--- config.mk ---
export PLATFORM = sky130hd
export DESIGN_NAME = pipe_ctrl
export DESIGN_NICKNAME = d
export VERILOG_FILES = /design/src/rtl/pipe_pkg.sv /design/src/rtl/pipe_hazard_cmp.sv /design/src/rtl/pipe_ctrl.sv
export SDC_FILE = /design/constraint.sdc
export NUM_CORES = 1
export LEC_CHECK = 0
export BUFFER_PORTS_ARGS = -buffer_cell sky130_fd_sc_hd__buf_2
export CAP_MARGIN = 20
export CELL_PAD_IN_SITES_DETAIL_PLACEMENT = 1
export CELL_PAD_IN_SITES_GLOBAL_PLACEMENT = 2
export CORE_MARGIN = 1.5
export CORE_UTILIZATION = 22
export DETAILED_ROUTE_END_ITERATION = 6
export PLACE_DENSITY_LB_ADDON = 0.2
export SLEW_MARGIN = 20
export SYNTH_ARGS = -nofsm -noshare
export SYNTH_HDL_FRONTEND = slang
export SYNTH_SLANG_ARGS = --single-unit
--- constraint.sdc ---
create_clock -name clk -period 1.9 [get_ports clk]
set_input_delay 0.285 -clock clk [delete_from_list [all_inputs] [get_ports clk]]
set_output_delay 0.285 -clock clk [all_outputs]
set_load 0.03 [all_outputs]
--- src/rtl/pipe_pkg.sv ---
`timescale 1ns/1ps
`default_nettype none
// ============================================================================
//  Module   : pipe_pkg
//  Purpose  : Shared types and encodings for the pipeline controller:
//             FSM state enum, next-PC source encodings, register index width.
//  Ports    : none (package)
//  Revision : 1.0  initial release
// ============================================================================
package pipe_pkg;

  localparam int REG_W = 5;

  typedef enum logic [1:0] {
    RUN      = 2'd0,
    MEM_WAIT = 2'd1,
    ERROR    = 2'd2
  } state_t;

  localparam logic [1:0] PC_SEQ = 2'd0;
  localparam logic [1:0] PC_BR  = 2'd1;
  localparam logic [1:0] PC_JMP = 2'd2;

endpackage
`default_nettype wire

--- src/rtl/pipe_hazard_cmp.sv ---
`timescale 1ns/1ps
`default_nettype none
// ============================================================================
//  Module   : pipe_hazard_cmp
//  Purpose  : Combinational load-use detector. Flags when the load in EX
//             writes a register (other than r0) read by the instruction in ID.
//  Ports    : ex_memread, ex_rt  - load in EX and its destination
//             id_rs, id_rt       - source registers of instruction in ID
//             load_use           - hazard detected this cycle
//  Revision : 1.0  initial release
// ============================================================================
module pipe_hazard_cmp
  import pipe_pkg::*;
(
  input  logic             ex_memread,
  input  logic [REG_W-1:0] ex_rt,
  input  logic [REG_W-1:0] id_rs,
  input  logic [REG_W-1:0] id_rt,
  output logic             load_use
);

  // r0 is hard-wired zero, so a load targeting it never creates a dependency.
  assign load_use = ex_memread
                  & (ex_rt != '0)
                  & ((ex_rt == id_rs) | (ex_rt == id_rt));

endmodule
`default_nettype wire

--- src/rtl/pipe_ctrl.sv ---
`timescale 1ns/1ps
`default_nettype none
// ============================================================================
//  Module   : pipe_ctrl
//  Purpose  : Five-stage pipeline controller. Generates latch enables,
//             bubble flushes and next-PC select for load-use hazards,
//             taken branches/jumps and variable-latency data memory, with a
//             sticky timeout error when data memory never acknowledges.
//  Ports    : clk, rst                  - clock, async active-high reset
//             id_rs, id_rt              - ID source registers
//             ex_memread, ex_rt         - load in EX and its destination
//             mem_branch/zero/jump      - control-flow flags in MEM
//             mem_memread/memwrite      - data memory access in MEM
//             dmem_ack / dmem_req       - data memory handshake
//             *_en, *_flush             - latch enables / bubble inserts
//             pc_sel                    - next-PC source (PC_SEQ/BR/JMP)
//             mem_err                   - sticky timeout error
//  Revision : 1.0  initial release
// ============================================================================
module pipe_ctrl
  import pipe_pkg::*;
#(
  parameter int MEM_TIMEOUT = 16
) (
  input  logic             clk,
  input  logic             rst,
  input  logic [REG_W-1:0] id_rs,
  input  logic [REG_W-1:0] id_rt,
  input  logic             ex_memread,
  input  logic [REG_W-1:0] ex_rt,
  input  logic             mem_branch,
  input  logic             mem_zero,
  input  logic             mem_jump,
  input  logic             mem_memread,
  input  logic             mem_memwrite,
  input  logic             dmem_ack,
  output logic             dmem_req,
  output logic             pc_en,
  output logic             if_id_en,
  output logic             id_ex_en,
  output logic             ex_mem_en,
  output logic             mem_wb_en,
  output logic             if_id_flush,
  output logic             id_ex_flush,
  output logic             ex_mem_flush,
  output logic             mem_wb_flush,
  output logic [1:0]       pc_sel,
  output logic             mem_err
);

  localparam int             CNT_W       = $clog2(MEM_TIMEOUT + 1);
  localparam logic [CNT_W-1:0] TIMEOUT_VAL = CNT_W'(MEM_TIMEOUT);

  state_t           r_state;
  logic [CNT_W-1:0] r_cnt;

  logic w_access;
  logic w_redirect;
  logic w_load_use;
  logic w_stall;

  pipe_hazard_cmp u_hazard (
    .ex_memread (ex_memread),
    .ex_rt      (ex_rt),
    .id_rs      (id_rs),
    .id_rt      (id_rt),
    .load_use   (w_load_use)
  );

  assign w_access   = mem_memread | mem_memwrite;
  assign w_redirect = (mem_branch & mem_zero) | mem_jump;
  // Memory stall: an access started in RUN without ack, or any MEM_WAIT
  // cycle without ack. The ack cycle itself proceeds like a RUN cycle.
  assign w_stall    = ((r_state == MEM_WAIT) | w_access) & ~dmem_ack;

  always_ff @(posedge clk or posedge rst) begin
    if (rst) begin
      r_state <= RUN;
      r_cnt   <= '0;
    end else begin
      case (r_state)
        RUN: begin
          if (w_access && !dmem_ack) begin
            r_state <= MEM_WAIT;
            r_cnt   <= CNT_W'(1);
          end
        end
        MEM_WAIT: begin
          // An ack in the same cycle the count hits the limit still wins.
          if (dmem_ack) begin
            r_state <= RUN;
            r_cnt   <= '0;
          end else if (r_cnt == TIMEOUT_VAL) begin
            r_state <= ERROR;
          end else begin
            r_cnt <= r_cnt + CNT_W'(1);
          end
        end
        ERROR: begin
          r_state <= ERROR;
        end
        default: begin
          r_state <= RUN;
          r_cnt   <= '0;
        end
      endcase
    end
  end

  always_comb begin
    dmem_req     = 1'b0;
    pc_en        = 1'b1;
    if_id_en     = 1'b1;
    id_ex_en     = 1'b1;
    ex_mem_en    = 1'b1;
    mem_wb_en    = 1'b1;
    if_id_flush  = 1'b0;
    id_ex_flush  = 1'b0;
    ex_mem_flush = 1'b0;
    mem_wb_flush = 1'b0;
    pc_sel       = PC_SEQ;

    if (rst) begin
      {pc_en, if_id_en, id_ex_en, ex_mem_en, mem_wb_en}         = 5'b00000;
      {if_id_flush, id_ex_flush, ex_mem_flush, mem_wb_flush}    = 4'b1111;
    end else begin
      case (r_state)
        RUN, MEM_WAIT: begin
          dmem_req = (r_state == MEM_WAIT) | w_access;
          if (w_stall) begin
            // Freeze everything; the bubble into MEM/WB keeps WB idle.
            {pc_en, if_id_en, id_ex_en, ex_mem_en, mem_wb_en} = 5'b00000;
            mem_wb_flush = 1'b1;
          end else if (w_redirect) begin
            // Redirect squashes the younger instructions, which makes any
            // load-use stall on them irrelevant.
            pc_sel       = mem_jump ? PC_JMP : PC_BR;
            if_id_flush  = 1'b1;
            id_ex_flush  = 1'b1;
            ex_mem_flush = 1'b1;
          end else if (w_load_use) begin
            pc_en       = 1'b0;
            if_id_en    = 1'b0;
            id_ex_flush = 1'b1;
          end
        end
        default: begin
          {pc_en, if_id_en, id_ex_en, ex_mem_en, mem_wb_en} = 5'b00000;
        end
      endcase
    end
  end

  assign mem_err = (r_state == ERROR);

endmodule
`default_nettype wire

==> implementation parameters, run 1 <==
Parameter                              Value

Finish
  Cell area after layout ... 978.4 um^2
  P&R area growth vs syn ... 47.55%
  Share of cells above drive strength 1 ... 0.4590
  Antenna fix cells ... 0
  Most frequent cells in the layout ... buf_2, xnor2_1, buf_4
  Number of nets at the end of the flow ... 149
  Commonest non-fill, non-tap cell in the layout ... buf_2

STA
  RSZ-0062 raised after global routing ... yes
  Ratio of final minimum period to clock period ... 0.9819
  Worst hold margin ... 0.08368 ns
  Highest clock rate ... 536.0 MHz
  Worst Tran Pin Value ... 0.2844 ns
  Number of max-slew violations in the final report ... 0
  Worst slew margin relative to its limit ... 0.8104
  TNS Setup ... 0 ns
  Final setup violation count ... 0
  Worst clock skew ... 0.003226 ns
  Shortest clock period the worst path allows after layout ... 1.866 ns
  Final worst-path setup slack ... 0.03442 ns
  Final Hold Viols ... 0

Power and ir drop
  Net switching power ... 0.0001968 W
  Portion of total power attributed to sequential cells ... 0.324
  Power per standard cell area ... 543.5 nW/um^2
  Power, Total ... 0.0005318 W
  Standby leakage power ... 0.4510 nW
  Clk network pwr share ... 0.282
  Internal power ... 0.0003350 W
  Max IR drop VDD ... 0.1379 mV
  Net switching fraction of the power ... 0.3700
  Logic gate share of total power ... 0.394

CTS
  Source-to-sink clock delay at the later pin of the worst-skew pair ... 0.27 ns
  CTS Sinks ... 7
  Clock slew at reported path FFs ... 0.06 ns
  Root Driver ... clkbuf_4
  Number of CTS-inserted buffers ... 3
  CTS H-tree depth ... 1
  Worst-case clock buffer depth ... 2
  Clock tree from TritonCTS ... yes
  Number of buffers inserted for hold repair after clock tree synthesis ... 0

Worst setup path
  Worst path buffer plus inverter count ... 2
  Highest cell delay on the worst timing path ... 0.51 ns
  Worst setup SP type ... input pin
  CP Launch Point ... ex_rt[3]
  Launch point of the worst reg-to-reg path ... r_state[1]$_DFFE_PP0P_
  CP arrival ... 1.58 ns
  Critical path fanouts, max ... 2
  Critical path data required time ... 1.62 ns
  Critical Path Slowest Stage Cell ... or4_1
  List of cells traversed by the critical path ... buf_6, or4_1, o21a_1, a311oi_2, buf_4
  Endpoint kind of the worst setup timing path ... output port
  Kind of critical path ... in -> out
  Largest delay contributor family on the critical path ... simple AND/OR/NAND/NOR gates

Logic synthesis
  Commonest register cell after synthesis ... dfrtp_1
  Number of flops mapped to enable cells by yosys ... 0
  Share of synthesized area occupied by flip-flops and latches ... 0.2642
  Mean instance size in the synthesized netlist ... 8.187 um^2
  Number of distinct library cells after synthesis ... 31
  Yosys warning count ... 0
  Nets in the synthesized netlist ... 107
  Proportion of synthesized flip-flops having asynchronous set or reset ... 1.000
  Combined area of all synthesized cells ... 663.1 um^2
  FF+latch count, synth ... 7
  Number of standard cells after synthesis ... 81

Drt
  Via count ... 725
  Detailed-route vias per instance ... 4.739
  Post-route DRC violation count ... 0
  DRT iter0 DRCs ... 10
  First-pass iteration count of the detailed router ... 6
  Final ANT Viol Nets ... 0
  Routed wire length ... 1842 um
  Routed wirelength normalized by instance count ... 12.04 um

Global routing
  First-pass GRT wire length ... 3070 um
  Initial antenna violation count ... 0
  Number of global-route vias before repair ... 718
  Overall routing resource usage ... 0.1222
  Gr ovfl total ... 0
  Maximum number of pins on one net before global-route repair ... 12

Floorplanning
  IO Pins ... 37
  Site Rows ... 19
  Horizontal die dimension ... 57.90 um
  Effective utilization at floorplan ... 0.2364
  Die outline height ... 57.90 um
  Placeable core region ... 2805 um^2
  Overall die area ... 3352 um^2

Placement
  Cell area reported after detailed placement ... 905.9 um^2
  GPL Wtd Cong ... 0.6866
  Placement-stage worst setup slack ... -0.05854 ns
  Half-perimeter wire length after placement ... 1572 um
  Number of port buffers ... 36

Run status
  Run status ... finished clean

Job
  Total of max-cap violations ... 0

Worst hold path
  HP Class ... in -> async
cell usage after synthesis, types with 3 or more instances:
cell / n / area, um^2
xnor2_1: 10 / 87.58
inv_1: 5 / 18.77
nor2_1: 4 / 15.01
nand2_1: 8 / 30.03
dfrtp_1: 7 / 175.2
buf_4: 4 / 30.03
or4_1: 3 / 22.52
o21ai_0: 5 / 25.02
a21oi_1: 3 / 15.01
nand3_1: 5 / 25.02
cell families after synthesis:
family / after synthesis / share of synthesized area
buffers and inverters: 11 / 0.09622
XOR/XNOR: 10 / 0.1321
adder cells (fa/ha/maj): 2 / 0.03773
AND/OR/NAND/NOR: 29 / 0.2340
multiplexers: 2 / 0.03019
flip-flops: 7 / 0.2642
AO/OA/AOI/OAI: 20 / 0.2057
routing by layer:
layer | GRT usage | part of all wire
met3 | 0.02455 | 0.061
met2 | 0.1948 | 0.47
met5 | 0 | 0
met1 | 0.1407 | 0.44
met4 | 0.09967 | 0.022
sequential cells by signal (all words and copies together) (netlist names):
signal / cells
r_cnt: 5
r_state: 2
tightest hold or removal path, cell delays in order:
cell,delay (ns)
buf_2,0.14
inv_1,0.09
buf_4,0.18
cell type report:
cell class	count	area [um^2]
clock buffers	4	26.28
multi-input cells	63	466.7
well taps	31	38.79
fillers	352	1827
flip-flops and latches	7	175.2
repair buffers	43	252.7
inverters	5	18.77
through the flow:
stage	util	std cells
after floorplan	-	81
after global placement	0.3229	149
after detailed placement	0.3229	149
after CTS	0.3372	153
after global routing	0.3488	153
final	0.3488	153
power groups by stage:
stage          logic [W]  clock network (W)  registers [W]
2_1_floorplan   0.000135                  0       0.000171
3_3_place_gp    0.000198                  0       0.000174
3_5_place_dp    0.000203                  0       0.000174
4_1_cts         0.000206           0.000157       0.000172
5_1_grt         0.000231           0.000161       0.000175
6_report        0.000209           0.000150       0.000172
path summary, 6_finish.rpt:
path | endpoint | slack, ns | cells after the start
worst max-delay path | if_id_en | 0.03 | 5
worst min-delay path | r_cnt[1]$_DFFE_PP0P_ | 0.08 | 3
worst max register to register | r_cnt[4]$_DFFE_PP0P_ | 0.20 | 4
worst min register to register | r_cnt[4]$_DFFE_PP0P_ | 0.56 | 2
max in group asynchronous | r_state[0]$_DFFE_PP0P_ | 1.69 | 3
min in group clk | r_cnt[1]$_DFFE_PP0P_ | 0.40 | 4
timing repair:
action                                 CTS  global route
setup buffers                            0             0
pin swaps                                1             3
setup endpoints to repair                7             7
endpoints found under the hold margin    0             0
gates resized for setup                  4             7
Note: power is estimated with default switching activity, not from simulation.
==> run 2: changes to the inputs <==
--- a/config.mk
+++ b/config.mk
@@ -5,12 +5,14 @@
 export SDC_FILE = /design/constraint.sdc
 export NUM_CORES = 1
 export LEC_CHECK = 0
+export ABC_CLOCK_PERIOD_IN_PS = 1900
 export BUFFER_PORTS_ARGS = -buffer_cell sky130_fd_sc_hd__buf_2
 export CAP_MARGIN = 20
 export CELL_PAD_IN_SITES_DETAIL_PLACEMENT = 1
 export CELL_PAD_IN_SITES_GLOBAL_PLACEMENT = 2
 export CORE_MARGIN = 1.5
 export CORE_UTILIZATION = 22
+export CTS_BUF_LIST = sky130_fd_sc_hd__clkbuf_16
 export DETAILED_ROUTE_END_ITERATION = 6
 export PLACE_DENSITY_LB_ADDON = 0.2
 export SLEW_MARGIN = 20
==> implementation parameters, run 2 (synthesis gave the netlist of run 1 again) <==
Parameter                              Value

Run status
  Run status ... finished clean (unchanged)

Worst setup path
  CP arrival ... 1.56 ns (was 1.58 ns)
  Launch point of the worst reg-to-reg path ... r_state[1]$_DFFE_PP0P_ (unchanged)
  Kind of critical path ... in -> out (unchanged)
  Highest cell delay on the worst timing path ... 0.51 ns (about the same)
  List of cells traversed by the critical path ... buf_6, or4_1, o21a_1, nor2b_1, a21o_1, buf_2 (was buf_6, or4_1, o21a_1, a311oi_2, buf_4)
  Endpoint of the worst register-to-register path ... r_cnt[4]$_DFFE_PP0P_ (unchanged)
  Critical path fanouts, max ... 2 (unchanged)
  Worst path buffer plus inverter count ... 2 (unchanged)
  Endpoint kind of the worst setup timing path ... output port (unchanged)
  Endpoint of the most critical setup path ... id_ex_flush (was if_id_en)
  CP Launch Point ... ex_rt[1] (was ex_rt[3])
  Critical Path Slowest Stage Cell ... or4_1 (unchanged)
  Flop-to-flop setup slack ... 0.19 ns (was 0.20 ns)
  Number of logic stages on the critical path including buffering ... 6 (was 5)
  Critical path data required time ... 1.62 ns (about the same)
  Largest delay contributor family on the critical path ... simple AND/OR/NAND/NOR gates (unchanged)
  Number of cells on the worst reg-to-reg path ... 4 (unchanged)
  Worst setup SP type ... input pin (unchanged)

Global routing
  Overall routing resource usage ... 0.1167 (was 0.1222)
  Initial antenna violation count ... 0 (unchanged)
  Gr ovfl total ... 0 (unchanged)
  Number of global-route vias before repair ... 704 (was 718)
  Maximum number of pins on one net before global-route repair ... 12 (unchanged)
  First-pass GRT wire length ... 3001 um (was 3070 um)

STA
  Shortest clock period the worst path allows after layout ... 1.841 ns (was 1.866 ns)
  Worst clock skew ... 0.0007233 ns (was 0.003226 ns)
  Highest clock rate ... 543.3 MHz (was 536.0 MHz)
  Worst Tran Pin Value ... 0.3024 ns (was 0.2844 ns)
  Ratio of final minimum period to clock period ... 0.9688 (was 0.9819)
  Final setup violation count ... 0 (unchanged)
  Number of max-slew violations in the final report ... 0 (unchanged)
  RSZ-0062 raised after global routing ... yes (unchanged)
  Final Hold Viols ... 0 (unchanged)
  Worst slew margin relative to its limit ... 0.7984 (was 0.8104)

Finish
  Post-route non-filler standard cell count ... 153 (unchanged)
  Commonest non-fill, non-tap cell in the layout ... buf_2 (unchanged)
  Register ranked first by flip-flop count ... r_cnt (unchanged)
  Antenna fix cells ... 0 (unchanged)
  P&R area growth vs syn ... 52.45% (was 47.55%)
  Largest register FFs ... 5 (unchanged)
  Regs by FF count ... r_cnt: 5 flops, r_state: 2 flops (unchanged)
  Share of cells above drive strength 1 ... 0.4508 (was 0.4590)
  Cell area after layout ... 1011 um^2 (was 978.4 um^2)
  Number of nets at the end of the flow ... 149 (unchanged)
  Most frequent cells in the layout ... buf_2, xnor2_1, buf_4 (unchanged)
  Number of inserted filler cells in the final layout ... 353 (was 352)
  Final core utilization ... 0.3604 (was 0.3488)

Drt
  Final ANT Viol Nets ... 0 (unchanged)
  Routed wire length ... 1793 um (was 1842 um)
  Via count ... 728 (was 725)
  Detailed-route vias per instance ... 4.758 (was 4.739)
  First-pass iteration count of the detailed router ... 5 (was 6)
  DRT iter0 DRCs ... 8 (was 10)
  Post-route DRC violation count ... 0 (unchanged)
  Routed wirelength normalized by instance count ... 11.72 um (was 12.04 um)

Power and ir drop
  Power per standard cell area ... 725.3 nW/um^2 (was 543.5 nW/um^2)
  Max IR drop VDD ... 0.2539 mV (was 0.1379 mV)
  Standby leakage power ... 0.4738 nW (was 0.4510 nW)

Placement
  GPL Wtd Cong ... 0.6866 (unchanged)
  Placed cell count ... 149 (unchanged)
  Half-perimeter wire length after placement ... 1572 um (unchanged)
  Number of port buffers ... 36 (unchanged)
  Cell area reported after detailed placement ... 905.9 um^2 (unchanged)

CTS
  Worst-case clock buffer depth ... 2 (unchanged)
  Clock tree from TritonCTS ... yes (unchanged)
  Number of CTS-inserted buffers ... 3 (unchanged)
  CTS H-tree depth ... 1 (unchanged)
  Source-to-sink clock delay at the later pin of the worst-skew pair ... 0.23 ns (was 0.27 ns)
  CTS Sinks ... 7 (unchanged)
  Buffers inserted by post-CTS timing repair ... 0 (unchanged)
  Number of buffers inserted for hold repair after clock tree synthesis ... 0 (unchanged)
  Root Driver ... clkbuf_16 (was clkbuf_4)
  Clock slew at reported path FFs ... 0.04 ns (was 0.06 ns)

Floorplanning
  Die outline height ... 57.90 um (unchanged)
  Horizontal die dimension ... 57.90 um (unchanged)
  Placeable core region ... 2805 um^2 (unchanged)
  Effective utilization at floorplan ... 0.2364 (unchanged)
  IO Pins ... 37 (unchanged)
  Overall die area ... 3352 um^2 (unchanged)
  Site Rows ... 19 (unchanged)

Worst hold path
  HP Class ... in -> async (unchanged)

Job
  Total of max-cap violations ... 0 (unchanged)
-- run 2: routing by layer --
layer,track usage,up-vias,part of all wire
met1,0.1407,329,0.45
met5,0,-,0
li1,-,366,-
met3,0.01786,5,0.057
met4,0.07973,0,0.029
met2,0.1899,28,0.46
-- run 2: worst min-delay path by stage --
stage               from                     end
floorplan            rst    r_cnt[0]$_DFFE_PP0P_
global placement     rst  r_state[1]$_DFFE_PP0P_
detailed placement   rst    r_cnt[0]$_DFFE_PP0P_
CTS                  rst    r_cnt[2]$_DFFE_PP0P_
global route         rst    r_cnt[0]$_DFFE_PP0P_
finish               rst    r_cnt[2]$_DFFE_PP0P_
-- run 2: worst reg2reg max path: cells and delay by family (launching register included) --
kind	cells	cell delay [ns]
DFF	1	0.39
and+or+nand+nor	2	0.79
AOI/OAI and AO/OA	2	0.43
-- run 2: per-stage QoR --
stage               hold WS (ns)  setup WS, ns  total power, W  TNS (ns)
finish                    0.1067       0.05926       0.0007333         0
global route              0.1460     -0.009630       0.0007709  -0.01920
CTS                       0.1120       0.01406       0.0007417         0
detailed placement        0.3550      -0.05854       0.0003769   -0.1140
global placement          0.3542      -0.03848       0.0003722  -0.07481
floorplan                 0.1009       -0.2416       0.0003062   -0.5000
-- run 2: report_power, final --
group / total [W] / internal, W / switching, W / leakage (nW)
Combinational: 0.000205 / 0.0000915 / 0.000113 / 0.339
Sequential: 0.000173 / 0.000161 / 0.0000120 / 0.0922
Clock: 0.000355 / 0.000274 / 0.0000814 / 0.0423
-- run 2: area by class of cell --
class                      instances  area [um^2]  area share
inverter                           5        18.77     0.01856
tap                               31        38.79     0.03837
clock inverter                     1        3.754    0.003713
sequential                         7        175.2      0.1733
clock buffer                       3        75.07     0.07426
multi-input combinational         63        449.2      0.4443
timing repair buffer              43        250.2      0.2475
-- run 2: timing repair --
item | 4_1_cts | 5_1_grt
setup endpoints to repair | 6 | 2
pin swaps | 1 | 1
gates resized for setup | 4 | 2
hold endpoints to repair | 0 | 0
